`src/rtl/id_ex_issue_reg.sv`:
```
// ---------------------------------------------------------------------------
// id_ex_issue_reg
//   Per-lane ID->EX issue register. It holds one decoded instruction and
//   presents the final ALU operands to the EX stage.
//   - Forwarding from EX/MEM and MEM/WB is applied combinationally to the
//     held operands. EX/MEM takes priority, and x0 is never forwarded.
//   - A load in MEM that writes a source register of the held instruction
//     raises a load-use hazard. The hazard withholds ex_valid for one cycle.
//   - While the instruction is stalled, the captured rs1/rs2 data is
//     rewritten with the forwarded values every cycle. A producer's result
//     is therefore kept after that producer has drained past WB.
//
// Parameters: XLEN (datapath width), RA_W (register index width)
// Ports:
//   clk, rst                 clock, synchronous active-high reset
//   flush                    discard held instruction, block capture
//   id_valid/id_ready        ID handshake
//   id_*                     decoded instruction fields from ID
//   exm_*                    instruction currently in MEM (forward/hazard)
//   mwb_*                    instruction currently in WB (forward)
//   ex_valid/ex_ready        EX handshake
//   alu_op, alu_op_chosen    funct3 and sub/sra select for the ALU
//   alu_in1, alu_in2         ALU operands
//   ex_store_data            forwarded rs2 for stores
//   ex_pc, ex_rd, ex_reg_we, ex_is_load   sideband carried into EX
// Optional build macro ID_EX_PERF_CNT_EN adds two outputs:
//   perf_hazard_cnt          cycles with a load-use hazard
//   perf_stall_cnt           cycles with ex_valid & ~ex_ready
// ---------------------------------------------------------------------------
module id_ex_issue_reg #(
    parameter int XLEN = 32,
    parameter int RA_W = 5
) (
    input  logic            clk,
    input  logic            rst,
    input  logic            flush,
    // ID side
    input  logic            id_valid,
    output logic            id_ready,
    input  logic [XLEN-1:0] id_pc,
    input  logic [RA_W-1:0] id_rs1_idx,
    input  logic [RA_W-1:0] id_rs2_idx,
    input  logic [RA_W-1:0] id_rd_idx,
    input  logic            id_rs1_en,
    input  logic            id_rs2_en,
    input  logic [XLEN-1:0] id_rs1_data,
    input  logic [XLEN-1:0] id_rs2_data,
    input  logic [XLEN-1:0] id_imm,
    input  logic [2:0]      id_func3,
    input  logic            id_func7b5,
    input  logic            id_is_rtype,
    input  logic            id_src1_pc,
    input  logic            id_src2_imm,
    input  logic            id_reg_we,
    input  logic            id_is_load,
    // MEM stage
    input  logic            exm_valid,
    input  logic            exm_we,
    input  logic            exm_is_load,
    input  logic [RA_W-1:0] exm_rd,
    input  logic [XLEN-1:0] exm_result,
    // WB stage
    input  logic            mwb_valid,
    input  logic            mwb_we,
    input  logic [RA_W-1:0] mwb_rd,
    input  logic [XLEN-1:0] mwb_data,
    // EX side
    output logic            ex_valid,
    input  logic            ex_ready,
    output logic [2:0]      alu_op,
    output logic            alu_op_chosen,
    output logic [XLEN-1:0] alu_in1,
    output logic [XLEN-1:0] alu_in2,
    output logic [XLEN-1:0] ex_store_data,
    output logic [XLEN-1:0] ex_pc,
    output logic [RA_W-1:0] ex_rd,
    output logic            ex_reg_we,
`ifdef ID_EX_PERF_CNT_EN
    output logic            ex_is_load,
    output logic [31:0]     perf_hazard_cnt,
    output logic [31:0]     perf_stall_cnt
`else
    output logic            ex_is_load
`endif
);

    // Held instruction state
    typedef struct packed {
        logic [XLEN-1:0] pc;
        logic [RA_W-1:0] rs1_idx;
        logic [RA_W-1:0] rs2_idx;
        logic [RA_W-1:0] rd;
        logic            rs1_en;
        logic            rs2_en;
        logic [XLEN-1:0] rs1_data;
        logic [XLEN-1:0] rs2_data;
        logic [XLEN-1:0] imm;
        logic [2:0]      func3;
        logic            op_chosen;
        logic            src1_pc;
        logic            src2_imm;
        logic            reg_we;
        logic            is_load;
    } issue_t;

    issue_t          iss_q;
    logic            vld_q;

    logic [XLEN-1:0] fwd1, fwd2;
    logic            hazard;
    logic            fire;
    logic            load;
    logic            dec_chosen;

    // ---------------- forwarding ----------------
    function automatic logic [XLEN-1:0] fwd_sel(
        input logic [RA_W-1:0] idx,
        input logic [XLEN-1:0] held
    );
        logic [XLEN-1:0] r;
        r = held;
        if (idx != '0) begin
            if (exm_valid && exm_we && (exm_rd == idx))
                r = exm_result;
            else if (mwb_valid && mwb_we && (mwb_rd == idx))
                r = mwb_data;
        end
        return r;
    endfunction

    assign fwd1 = fwd_sel(iss_q.rs1_idx, iss_q.rs1_data);
    assign fwd2 = fwd_sel(iss_q.rs2_idx, iss_q.rs2_data);

    // A load in MEM has no data yet. Stall one cycle so that the value
    // arrives through MEM/WB forwarding.
    assign hazard = vld_q & exm_valid & exm_we & exm_is_load & (exm_rd != '0) &
                    ((iss_q.rs1_en & (exm_rd == iss_q.rs1_idx)) |
                     (iss_q.rs2_en & (exm_rd == iss_q.rs2_idx)));

    // ---------------- handshake ----------------
    assign ex_valid = vld_q & ~hazard;
    assign fire     = ex_valid & ex_ready;
    assign id_ready = ~flush & (~vld_q | fire);
    assign load     = id_valid & id_ready;

    // sub/sra select: R-type uses instr[30] directly. For immediates,
    // instr[30] is an opcode bit only for srai. For other I-types it is
    // part of the immediate.
    assign dec_chosen = id_is_rtype ? id_func7b5
                                    : ((id_func3 == 3'b101) & id_func7b5);

    // ---------------- state ----------------
    always_ff @(posedge clk) begin
        if (rst) begin
            vld_q <= 1'b0;
            iss_q <= '0;
        end else if (flush) begin
            vld_q <= 1'b0;
        end else if (load) begin
            vld_q          <= 1'b1;
            iss_q.pc       <= id_pc;
            iss_q.rs1_idx  <= id_rs1_idx;
            iss_q.rs2_idx  <= id_rs2_idx;
            iss_q.rd       <= id_rd_idx;
            iss_q.rs1_en   <= id_rs1_en;
            iss_q.rs2_en   <= id_rs2_en;
            iss_q.rs1_data <= id_rs1_data;
            iss_q.rs2_data <= id_rs2_data;
            iss_q.imm      <= id_imm;
            iss_q.func3    <= id_func3;
            iss_q.op_chosen <= dec_chosen;
            iss_q.src1_pc  <= id_src1_pc;
            iss_q.src2_imm <= id_src2_imm;
            iss_q.reg_we   <= id_reg_we;
            iss_q.is_load  <= id_is_load;
        end else if (fire) begin
            vld_q <= 1'b0;
        end else if (vld_q) begin
            // Stalled: keep whatever forwarding currently supplies so the
            // operand is still correct after the producer leaves WB.
            iss_q.rs1_data <= fwd1;
            iss_q.rs2_data <= fwd2;
        end
    end

    // ---------------- outputs ----------------
    assign alu_op        = iss_q.func3;
    assign alu_op_chosen = iss_q.op_chosen;
    assign alu_in1       = iss_q.src1_pc  ? iss_q.pc  : fwd1;
    assign alu_in2       = iss_q.src2_imm ? iss_q.imm : fwd2;
    assign ex_store_data = fwd2;
    assign ex_pc         = iss_q.pc;
    assign ex_rd         = iss_q.rd;
    assign ex_reg_we     = iss_q.reg_we;
    assign ex_is_load    = iss_q.is_load;

`ifdef ID_EX_PERF_CNT_EN
    // Free-running; flush does not affect these counters. They wrap naturally.
    always_ff @(posedge clk) begin
        if (rst) begin
            perf_hazard_cnt <= '0;
            perf_stall_cnt  <= '0;
        end else begin
            if (hazard)
                perf_hazard_cnt <= perf_hazard_cnt + 32'd1;
            if (ex_valid && !ex_ready)
                perf_stall_cnt  <= perf_stall_cnt + 32'd1;
        end
    end
`endif

endmodule

```
`config.mk`:
```
export PLATFORM = sky130hd
export DESIGN_NAME = id_ex_issue_reg
export DESIGN_NICKNAME = d
export VERILOG_FILES = /design/src/rtl/id_ex_issue_reg.sv
export SDC_FILE = /design/constraint.sdc
export NUM_CORES = 1
export LEC_CHECK = 0
export CAP_MARGIN = 15
export CORE_ASPECT_RATIO = 1.1
export CORE_MARGIN = 4
export CORE_UTILIZATION = 38
export DETAILED_ROUTE_END_ITERATION = 7
export PLACE_DENSITY = 0.87
export SETUP_SLACK_MARGIN = 0.5
export SLEW_MARGIN = 20
export SYNTH_ARGS = -nofsm -noshare
export SYNTH_HDL_FRONTEND = slang
export SYNTH_SLANG_ARGS = --single-unit
```
`constraint.sdc`:
```
create_clock -name clk -period 2.3 [get_ports clk]
set_clock_uncertainty 0.15 [all_clocks]
set_input_delay 0.23 -clock clk [delete_from_list [all_inputs] [get_ports clk]]
set_output_delay 0.23 -clock clk [all_outputs]
set_load 0.03 [all_outputs]
```
==> flow_metrics.env <==
export IMPL_finalInstanceArea_um2=17500
export IMPL_cts_buf_count=17
export IMPL_grt_setup_unrepaired="true"
export IMPL_setup_worst_path_end_class="output port"
export IMPL_route_final_wire_length_um=52800
export IMPL_place_port_buffers=378
export IMPL_endpoint_arrival_time_on_the_critical_path_ns=2.78
export IMPL_post_synth_most_frequent_cells="nand2_1, dfxtp_1, o21ai_0"
export IMPL_drtIter0Drc=1047
export IMPL_synthesized_netlist_net_count=1311
export IMPL_detail_route_wl_per_cell_um=29.1
export IMPL_ffs_latches_synth=154
export IMPL_ys_types=44
export IMPL_drt_antenna_violating_nets=0
export IMPL_vias=11640
export IMPL_synth_top_flop_cell="dfxtp_1"
export IMPL_cts_sinks=154
export IMPL_cp_cell_sequence="buf_6 -> xnor2_1 -> nand4_1 -> buf_4 -> o21bai_4 -> buf_12 -> o221ai_4 -> buf_6 -> o21ai_4 -> buf_6"
export IMPL_clock_tree_htree_level_count=4
export IMPL_avg_synthesized_cell_area_um2=7.45
export IMPL_worst_slew_pin_transition_ns=0.614
export IMPL_grt_first_pass_wirelength_um=67800
export IMPL_holdBufCountCts=0
export IMPL_cts_root_buffer_cell="clkbuf_16"
export IMPL_synth_enable_flop_cells=0
export IMPL_fin_worst_hold_slack_ns=0.109
export IMPL_p_leak_nw=7.12
export IMPL_postLayoutCoreUtil_pct=84.9
export IMPL_synth_seq_area_share_pct=38.5
export IMPL_clockBufferDepth=2
export IMPL_period_needed_ns=3.16
export IMPL_timing_slew_headroom_pct=59.1
export IMPL_path_class="reg -> out"
export IMPL_drc=0
export IMPL_async_reset_ff_share_pct=0
export IMPL_run_status="finished with violations"
export IMPL_synthesis_instances=1073
export IMPL_fp_dieArea_um2=23400
export IMPL_boundaryPins=379
export IMPL_aggregate_global_route_resource_usage_pct=37.4
export IMPL_critPathLaunchType="flop"
export IMPL_tritoncts_clock_tree="built"
export IMPL_largest_fanout_of_any_net_on_the_critical_path=8
export IMPL_final_max_slew_violation_count=0
export IMPL_number_of_global_route_vias_before_repair=11402
export IMPL_drive_gt1_share_pct=40.9
export IMPL_areaGrowthSynthToFinish_pct=119
export IMPL_chipHeight_um=160
export IMPL_multi_input_area_um2=6420
export IMPL_maxClockFrequency_mhz=317
export IMPL_hp_class="in -> reg"
export IMPL_min_period_over_period_pct=137
export IMPL_vdd_ir_drop_worst_uv=539
export IMPL_sequential_cell_area_um2=3100
export IMPL_placed_area_um2=13700
export IMPL_yosys_top_cells_area="dfxtp_1, nand2_1, o221ai_1, a22oi_1, o21ai_0"
export IMPL_dpl_hpwl_um=27600
export IMPL_preCtsSetupSlack_ns=-0.778
export IMPL_grt_max_degree=90
export IMPL_antenna_found_initial=2
export IMPL_fp_dieW_um=146
export IMPL_aggregate_global_routing_overflow=0
export IMPL_design_final_nets=1780
export IMPL_synthesis_area_um2=8000
export IMPL_timing_critical_path_slowest_stage_cell="o21bai_4"
export IMPL_globalplace_congestion=0.925
export IMPL_worst_setup_hold_path_clk_slew_ns=0.07
export IMPL_top_count_cell_post_synth="nand2_1"
export IMPL_worstSkewPairLatency_ns=0.43
export IMPL_final_setup_viol_count=251
export IMPL_maxCapViolCount=0
export IMPL_fin_ws_ns=-0.859
export IMPL_drt_first_pass_iters=7
export IMPL_synth_top_cell_area_share_pct=38.5
export IMPL_timing_setup_tns_ns=-136.59
export IMPL_core_rowCount=55
export IMPL_power_density_nw_per_um2=529
export IMPL_critPathMostFrequentCell="buf_6"
export IMPL_synth_yosys_warnings=0
export IMPL_delay_of_the_slowest_cell_on_the_worst_path_ns=0.46
export IMPL_route_detailed_vias_per_inst=6.43
export IMPL_final_fill_count=940
export IMPL_synth_top_cell_by_area="dfxtp_1"
export IMPL_core_area_um2=20600
export IMPL_initial_core_util_pct=38.7
export IMPL_worstPathRequired_ns=1.92
export IMPL_failed_checks="setup timing"
export IMPL_finalHoldViolations=0
-- path summary, 6_finish.rpt --
kind	to	slack, ns	depth (start not counted)	start
worst max-delay path	alu_in2[30]	-0.86	10	iss_q[111]
worst min-delay path	vld_q	0.11	3	rst
worst max register to register	iss_q[89]	-0.54	15	iss_q[118]
worst min register to register	ex_rd[2]	0.30	2	ex_rd[2]
-- worst max-delay path: cells and delay by family (launching register included) --
kind	cells	cell delay [ns]
xor+xnor	1	0.27
buf+inv	5	0.86
compound gates	3	0.72
simple gates	1	0.12
flops	1	0.34
-- repair_timing --
action,4_1_cts,5_1_grt
pin swaps,60,61
setup endpoints to repair,295,295
resized for setup,193,201
hold endpoints to repair,0,0
buffers inserted,46,33
gates cloned,23,9
-- report_power, final --
part	total (mW)	internal [mW]	switching [mW]
logic	3.32	1.63	1.69
registers	3.01	2.83	0.176
clock network	2.93	1.68	1.25
-- through the flow --
step | total power, mW | cells
floorplan | 4.32 | 1073
global placement | 5.39 | 1668
detailed placement | 5.44 | 1668
CTS | 8.83 | 1767
global route | 9.50 | 1811
finish | 9.27 | 1811
-- state kept, by name (all words and copies together) (netlist names) --
name	flops
ex_is_load	1
ex_reg_we	1
alu_op_chosen	1
vld_q	1
alu_op	3
iss_q	110
ex_pc	32
ex_rd	5
-- final cells by class --
cell class,instances,share of cell area [%]
Clock buffer,20,2.66
Inverter,36,0.828
Sequential cell,154,17.7
Antenna cell,2,0.0286
Timing Repair Buffer,579,39.6
Clock inverter,10,0.664
Tap cell,256,1.83
Multi-Input combinational cell,754,36.7
-- cell usage in the layout, fill, tap and decap left out, types with 4 or more instances in the layout --
master | synthesis | final
a21oi_1 | 91 | 48
a21oi_2 | 0 | 41
a22oi_1 | 65 | 14
a22oi_2 | 0 | 51
buf_12 | 0 | 52
buf_16 | 0 | 20
buf_4 | 47 | 91
buf_6 | 7 | 119
buf_8 | 0 | 5
bufbuf_16 | 0 | 4
clkbuf_16 | 0 | 26
clkdlybuf4s50_1 | 0 | 235
dfxtp_1 | 154 | 144
dfxtp_2 | 0 | 7
dlymetal6s2s_1 | 0 | 43
inv_1 | 35 | 4
inv_2 | 1 | 28
inv_4 | 0 | 4
nand2_1 | 283 | 275
nand2_2 | 0 | 8
nand4_1 | 35 | 35
nor2_1 | 40 | 38
o21ai_1 | 36 | 64
o21ai_2 | 1 | 13
o21ai_4 | 0 | 52
o221ai_4 | 0 | 64
xnor2_1 | 10 | 6
xnor2_2 | 0 | 4
xor2_1 | 8 | 4
-- cells by family (layout without fill, tap and decap cells) --
group                  after synthesis  count (layout)  share of synthesized area [%]
AO/OA/AOI/OAI                      362             363                           28.8
buffers and inverters              166             645                           11.2
AND/OR/NAND/NOR                    373             373                           19.4
other                                0               2                              0
flip-flops                         154             154                           38.5
XOR/XNOR                            18              18                           1.97
-- per-layer routing --
layer | vias to the layer above | wire, um | track usage, %
met1 | 5511 | 16800 | 40.7
met4 | 0 | 5410 | 25.2
met5 | - | 0 | 0
met2 | 1021 | 25100 | 64.0
li1 | 4717 | - | -
met3 | 391 | 5520 | 9.53
Power figures use the tool's default switching activity.
